===== src/rtl/dbl_fetch_ctrl_pkg.sv =====
// Shared fetch-controller definitions: state encoding, opcode decode mask and
// default memory-wait limit, used by the controller and anything that decodes alongside it.
package dbl_fetch_ctrl_pkg;

  localparam int         DFLT_TIMEOUT       = 15;
  localparam logic [7:0] DFLT_TWO_BYTE_MASK = 8'h80;

  typedef enum logic [2:0] {
    S_IDLE,
    S_DECODE,
    S_PC_INC,
    S_RD_WAIT,
    S_TR_LOAD,
    S_EXEC,
    S_FAULT
  } state_e;

  function automatic logic is_dbl(input logic [7:0] opc, input logic [7:0] mask);
    return |(opc & mask);
  endfunction

endpackage


===== src/rtl/dbl_fetch_if.sv =====
// Handshake bundle between the fetch controller and the CPU core / memory side.
interface dbl_fetch_if;
  logic       start;
  logic [7:0] opcode;
  logic       mem_ready;
  logic       exec_done;
  logic       pcinc;
  logic       mem_rd;
  logic       trload;
  logic       tr_oe;
  logic       exec_go;
  logic       busy;
  logic       fault;

  modport master (
    output start, opcode, mem_ready, exec_done,
    input  pcinc, mem_rd, trload, tr_oe, exec_go, busy, fault
  );

  modport slave (
    input  start, opcode, mem_ready, exec_done,
    output pcinc, mem_rd, trload, tr_oe, exec_go, busy, fault
  );
endinterface


===== src/rtl/dbl_fetch_ctrl_fetch_timer.sv =====
// Memory-wait counter: cleared while not waiting, counts wait cycles and flags
// the last permitted cycle so the controller can fault on the following edge.
module fetch_timer #(
  parameter int TIMEOUT = 15
) (
  input  logic clk,
  input  logic rst,
  input  logic clr_i,
  input  logic en_i,
  output logic expired_o
);

  logic [7:0] cnt_q, cnt_d;

  always_comb begin
    cnt_d = cnt_q;
    if (clr_i)     cnt_d = 8'h00;
    else if (en_i) cnt_d = cnt_q + 8'h01;
  end

  always_ff @(posedge clk or posedge rst) begin
    if (rst) cnt_q <= 8'h00;
    else     cnt_q <= cnt_d;
  end

  // Counter holds TIMEOUT-1 during the TIMEOUT-th wait cycle; never reaches 255.
  assign expired_o = en_i && (cnt_q == 8'(TIMEOUT - 1));

endmodule


===== src/rtl/dbl_fetch_ctrl.sv =====
// Instruction fetch sequencer: single-byte opcodes go straight to execute,
// double-byte opcodes fetch one operand byte into TR first.
module dbl_fetch_ctrl
  import dbl_fetch_ctrl_pkg::*;
#(
  parameter int         TIMEOUT       = DFLT_TIMEOUT,
  parameter logic [7:0] TWO_BYTE_MASK = DFLT_TWO_BYTE_MASK
) (
  input  logic        clk,
  input  logic        rst,
  dbl_fetch_if.slave  bus
);

  state_e     state_q, state_d;
  logic [7:0] opc_q, opc_d;
  logic       dbl;
  logic       expired;

  assign dbl = is_dbl(opc_q, TWO_BYTE_MASK);

  fetch_timer #(.TIMEOUT(TIMEOUT)) u_timer (
    .clk       (clk),
    .rst       (rst),
    .clr_i     (state_q != S_RD_WAIT),
    .en_i      (state_q == S_RD_WAIT),
    .expired_o (expired)
  );

  always_comb begin
    state_d = state_q;
    opc_d   = opc_q;
    unique case (state_q)
      S_IDLE:    if (bus.start) begin
                   opc_d   = bus.opcode;
                   state_d = S_DECODE;
                 end
      S_DECODE:  state_d = dbl ? S_PC_INC : S_EXEC;
      S_PC_INC:  state_d = S_RD_WAIT;
      // mem_ready takes priority over an expiring wait in the same cycle
      S_RD_WAIT: if (bus.mem_ready) state_d = S_TR_LOAD;
                 else if (expired)  state_d = S_FAULT;
      S_TR_LOAD: state_d = S_EXEC;
      S_EXEC:    if (bus.exec_done) state_d = S_IDLE;
      S_FAULT:   state_d = S_FAULT;
      default:   state_d = S_IDLE;
    endcase
  end

  always_ff @(posedge clk or posedge rst) begin
    if (rst) begin
      state_q <= S_IDLE;
      opc_q   <= 8'h00;
    end else begin
      state_q <= state_d;
      opc_q   <= opc_d;
    end
  end

  // Moore outputs: decoded from state and latched opcode only.
  assign bus.pcinc   = (state_q == S_PC_INC);
  assign bus.mem_rd  = (state_q == S_RD_WAIT);
  assign bus.trload  = (state_q == S_TR_LOAD);
  assign bus.exec_go = (state_q == S_TR_LOAD) || ((state_q == S_DECODE) && !dbl);
  assign bus.tr_oe   = (state_q == S_EXEC) && dbl;
  assign bus.busy    = (state_q != S_IDLE);
  assign bus.fault   = (state_q == S_FAULT);

endmodule


===== src/flat_wrapper.sv =====
// flat-port wrapper written by rule: the top's interface ports become plain ports
module dbl_fetch_ctrl_flat import dbl_fetch_ctrl_pkg::*;
#(
  parameter int         TIMEOUT       = DFLT_TIMEOUT,
  parameter logic [7:0] TWO_BYTE_MASK = DFLT_TWO_BYTE_MASK
)
  (clk, rst, bus_start, bus_opcode, bus_mem_ready, bus_exec_done, bus_pcinc, bus_mem_rd, bus_trload, bus_tr_oe, bus_exec_go, bus_busy, bus_fault);
  dbl_fetch_if bus_i ();
  input  logic clk;
  input  logic rst;
  input wire logic [$bits(bus_i.start)-1:0] bus_start;
  input wire logic [$bits(bus_i.opcode)-1:0] bus_opcode;
  input wire logic [$bits(bus_i.mem_ready)-1:0] bus_mem_ready;
  input wire logic [$bits(bus_i.exec_done)-1:0] bus_exec_done;
  output wire logic [$bits(bus_i.pcinc)-1:0] bus_pcinc;
  output wire logic [$bits(bus_i.mem_rd)-1:0] bus_mem_rd;
  output wire logic [$bits(bus_i.trload)-1:0] bus_trload;
  output wire logic [$bits(bus_i.tr_oe)-1:0] bus_tr_oe;
  output wire logic [$bits(bus_i.exec_go)-1:0] bus_exec_go;
  output wire logic [$bits(bus_i.busy)-1:0] bus_busy;
  output wire logic [$bits(bus_i.fault)-1:0] bus_fault;
  assign bus_i.start = bus_start;
  assign bus_i.opcode = bus_opcode;
  assign bus_i.mem_ready = bus_mem_ready;
  assign bus_i.exec_done = bus_exec_done;
  assign bus_pcinc = bus_i.pcinc;
  assign bus_mem_rd = bus_i.mem_rd;
  assign bus_trload = bus_i.trload;
  assign bus_tr_oe = bus_i.tr_oe;
  assign bus_exec_go = bus_i.exec_go;
  assign bus_busy = bus_i.busy;
  assign bus_fault = bus_i.fault;
  dbl_fetch_ctrl #(.TIMEOUT(TIMEOUT), .TWO_BYTE_MASK(TWO_BYTE_MASK)) u_core (.clk(clk), .rst(rst), .bus(bus_i));
endmodule

===== config.mk =====
export PLATFORM = sky130hd
export DESIGN_NAME = dbl_fetch_ctrl_flat
export DESIGN_NICKNAME = d
export VERILOG_FILES = /design/src/rtl/dbl_fetch_ctrl_pkg.sv /design/src/rtl/dbl_fetch_if.sv /design/src/rtl/dbl_fetch_ctrl_fetch_timer.sv /design/src/rtl/dbl_fetch_ctrl.sv /design/src/flat_wrapper.sv
export SDC_FILE = /design/constraint.sdc
export NUM_CORES = 1
export LEC_CHECK = 0
export CAP_MARGIN = 20
export CORE_AREA = 2 2 41 43
export CTS_CLUSTER_SIZE = 28
export DETAILED_ROUTE_END_ITERATION = 8
export DIE_AREA = 0 0 43 45
export PLACE_DENSITY = 0.81
export RECOVER_POWER = 50
export SLEW_MARGIN = 40
export SYNTH_ARGS = -nofsm -noshare
export SYNTH_HDL_FRONTEND = slang
export SYNTH_SLANG_ARGS = --single-unit

===== constraint.sdc =====
create_clock -name clk -period 2.2 [get_ports clk]
set_input_delay 0.44 -clock clk [delete_from_list [all_inputs] [get_ports clk]]
set_output_delay 0.44 -clock clk [all_outputs]
set_load 0.05 [all_outputs]

==> metrics.log <==
INFO  metric placement.cell_area = 824.5 µm²
INFO  metric grt_setup_unrepaired = no
INFO  metric final_util = 0.5842
INFO  metric design.core.area = 1471 µm²
INFO  metric synth_seq_area_share = 0.4580
INFO  metric layout.cells.most_common = sky130_fd_sc_hd__dfrtp_1
INFO  metric cts_made_buffers = 3
INFO  metric vias = 578
INFO  metric synth_flop_cell = sky130_fd_sc_hd__dfrtp_1
INFO  metric cap_viol_max_count = 0
INFO  metric worst_pin_slew = 0.5070 ns
INFO  metric totalNegativeSetupSlack = 0 ns
INFO  metric timing.hold.worst.class = flop to flop
INFO  metric clock_tree_from_tritoncts = done
INFO  metric synthesis.nets = 88
INFO  metric floorplan.initialDensity = 0.4456
INFO  metric postSynthRegisterBits = 12
INFO  metric worst_slew_margin_rel = 0.6615
INFO  metric drt_drc_violations_left = 0
INFO  metric core.rowCount = 14
INFO  metric layout.filler_cells = 138
INFO  metric postRouteWirelength = 1.354 mm
INFO  metric max_root_sink_buffers = 2
INFO  metric fp.dieArea = 1935 µm²
INFO  metric synth.cell_area = 655.6 µm²
INFO  metric synth_cells = 73
INFO  metric final-setup-viol-count = 0
INFO  metric grt_antenna_before_repair = 0
INFO  metric leakagePower = 0.3705 nW
INFO  metric synth-warning-count = 0
INFO  metric htreeDepth = 1
INFO  metric final.min_clock_period = 2.054 ns
INFO  metric die_w = 43 µm
INFO  metric ys_async_sr_fraction = 1.000
INFO  metric status = finished clean
INFO  metric synth_area_per_cell = 8.981 µm²
INFO  metric layout.cells.most_common_list = 12 x sky130_fd_sc_hd__dfrtp_1, 8 x sky130_fd_sc_hd__nor2_1, 7 x sky130_fd_sc_hd__nand2_1, 7 x sky130_fd_sc_hd__buf_4, 6 x sky130_fd_sc_hd__inv_1
INFO  metric report.final.slew_viol_count = 0
INFO  metric synth_cell_type_count = 28
INFO  metric grt_max_degree = 13
INFO  metric worst_setup_hold_path_clk_slew = 0.08 ns
INFO  metric synth-edff-count = 0
INFO  metric hpwl_after_detailed_placement = 957.9 µm
INFO  metric number_of_global_route_vias_before_repair = 521
INFO  metric dr.first_iter.drc_count = 16
INFO  metric max_fanout_on_critical_path = 9
INFO  metric place.gp.congestion = 0.8409
INFO  metric antenna-diode-count = 0
INFO  metric critical_path.endpoint_type = output pin
INFO  metric min_period_over_period = 0.9337
INFO  metric post_cts.repair.setup_buffers = 0
INFO  metric grt_use_total = 0.1597
INFO  metric worst_setup_path_start_kind = flop
INFO  metric worst-setup-path-type = flop to output pin
INFO  metric pwr_cell_area = 1264 nW/µm²
INFO  metric drive_gt1_frac = 0.1778
INFO  metric area_growth = 31.11%
INFO  metric clkSinkCount = 12
INFO  metric hold_buffers = 0
INFO  metric peakVddDrop = 0.0004509 V
INFO  metric total_number_of_nets_in_the_final_design = 106
INFO  metric drt_pass1_iterations = 4
INFO  metric fmax = 0.4868 GHz
INFO  metric required = 1.76 ns
INFO  metric worst_skew = 0.001921 ns
INFO  metric die_height = 45 µm
INFO  metric hold_viol_final = 0
INFO  metric post_cts.resized_instances = 0
INFO  metric grt_first_pass_wirelength = 2.228 mm
INFO  metric route.detailed.vias_per_inst = 5.453
INFO  metric clkLatencyLatePin = 0.28 ns
INFO  metric sum_of_overflow_across_all_layers_after_global_routing = 0
INFO  metric drt.antenna.violating_nets = 0
INFO  metric cts.root.buffer_cell = sky130_fd_sc_hd__clkbuf_4
INFO  metric design_area = 859.6 µm²
INFO  metric port_buffers = 12
INFO  metric io_pins = 20
INFO  metric detail_route.wl_per_cell = 12.77 µm
INFO  metric worst_ep_arrival_time = 1.61 ns
[logic make-up after synthesis]
family	after synthesis	share of synthesized area
AND/OR/NAND/NOR	32	0.2539
AO/OA/AOI/OAI	14	0.1412
flip-flops	12	0.4580
buffers and inverters	9	0.05152
XOR/XNOR	3	0.04008
adder cells (fa/ha/maj)	2	0.03816
multiplexers	1	0.01717
[area by class of cell]
cell class              count  area (µm²)  area share
clock buffers               4       36.28     0.04221
flip-flops and latches     12       300.3      0.3493
multi-input cells          52       321.6      0.3741
well taps                  16       20.02     0.02329
inverters                   6       22.52     0.02620
repair buffers             16       158.9      0.1849
[sequential cells by signal, indices dropped and copies added, names as in the netlist]
signal,count
u_core.u_timer.cnt_q,8
u_core.state_q,3
u_core.opc_q,1
[metrics by stage]
step	instances	power [W]	setup slack, ns	hold WS (ns)
after global placement	102	0.0009082	0.4005	0.4945
after global routing	106	0.001148	0.05826	0.5283
after detailed placement	102	0.0009186	0.4000	0.4989
after floorplan	73	0.0006902	0.03437	0.3047
final	106	0.001087	0.1459	0.5215
after CTS	106	0.001097	0.09347	0.4804
[worst max-delay path: stages, from the launching register on]
cell and delay (ns):
sky130_fd_sc_hd__dfrtp_1 0.38, sky130_fd_sc_hd__buf_4 0.16, sky130_fd_sc_hd__nor2b_1 0.27, sky130_fd_sc_hd__nand2b_1 0.09
sky130_fd_sc_hd__a21oi_1 0.25, sky130_fd_sc_hd__buf_12 0.17
[synthesized netlist by cell type, types with 2 or more instances]
cell	instances	share of area
sky130_fd_sc_hd__dfrtp_1	12	0.46
sky130_fd_sc_hd__nand3_1	2	0.015
sky130_fd_sc_hd__nor2_1	8	0.046
sky130_fd_sc_hd__xnor2_1	2	0.027
sky130_fd_sc_hd__inv_1	6	0.034
sky130_fd_sc_hd__a21oi_1	5	0.038
sky130_fd_sc_hd__nor3_1	2	0.015
sky130_fd_sc_hd__nor2b_1	3	0.029
sky130_fd_sc_hd__o21ai_0	3	0.023
sky130_fd_sc_hd__clkbuf_1	3	0.017
sky130_fd_sc_hd__nand2b_1	3	0.029
sky130_fd_sc_hd__ha_1	2	0.038
sky130_fd_sc_hd__nand2_1	7	0.040
[worst paths after layout]
check / startpoint / end / slack [ns] / depth (start not counted)
min: u_core.u_timer.cnt_q[0]$_DFF_PP0_ / u_core.u_timer.cnt_q[0]$_DFF_PP0_ / 0.52 / 1
min in group asynchronous: rst / u_core.state_q[1]$_DFFE_PP0P_ / 0.59 / 2
max reg2reg: u_core.u_timer.cnt_q[0]$_DFF_PP0_ / u_core.state_q[0]$_DFFE_PP0P_ / 0.54 / 5
min reg2reg: u_core.u_timer.cnt_q[0]$_DFF_PP0_ / u_core.u_timer.cnt_q[0]$_DFF_PP0_ / 0.52 / 1
max in group asynchronous: rst / u_core.u_timer.cnt_q[1]$_DFF_PP0_ / 1.30 / 2
max: u_core.state_q[2]$_DFFE_PP0P_ / bus_exec_go / 0.15 / 5
[per-layer routing]
metal | part of all wire | global-route usage | wire length, µm
met2 | 0.47 | 0.2727 | 641
met5 | 0 | 0 | 0
met1 | 0.45 | 0.1867 | 610
met4 | 0.025 | 0.1091 | 34
met3 | 0.049 | 0.02400 | 67
[power breakdown]
group          switching [W]  internal, W  leakage [nW]
Clock              0.0000803     0.000101        0.0210
Combinational       0.000372     0.000241         0.190
Sequential         0.0000297     0.000263         0.160
Power figures use the tool's default switching activity.
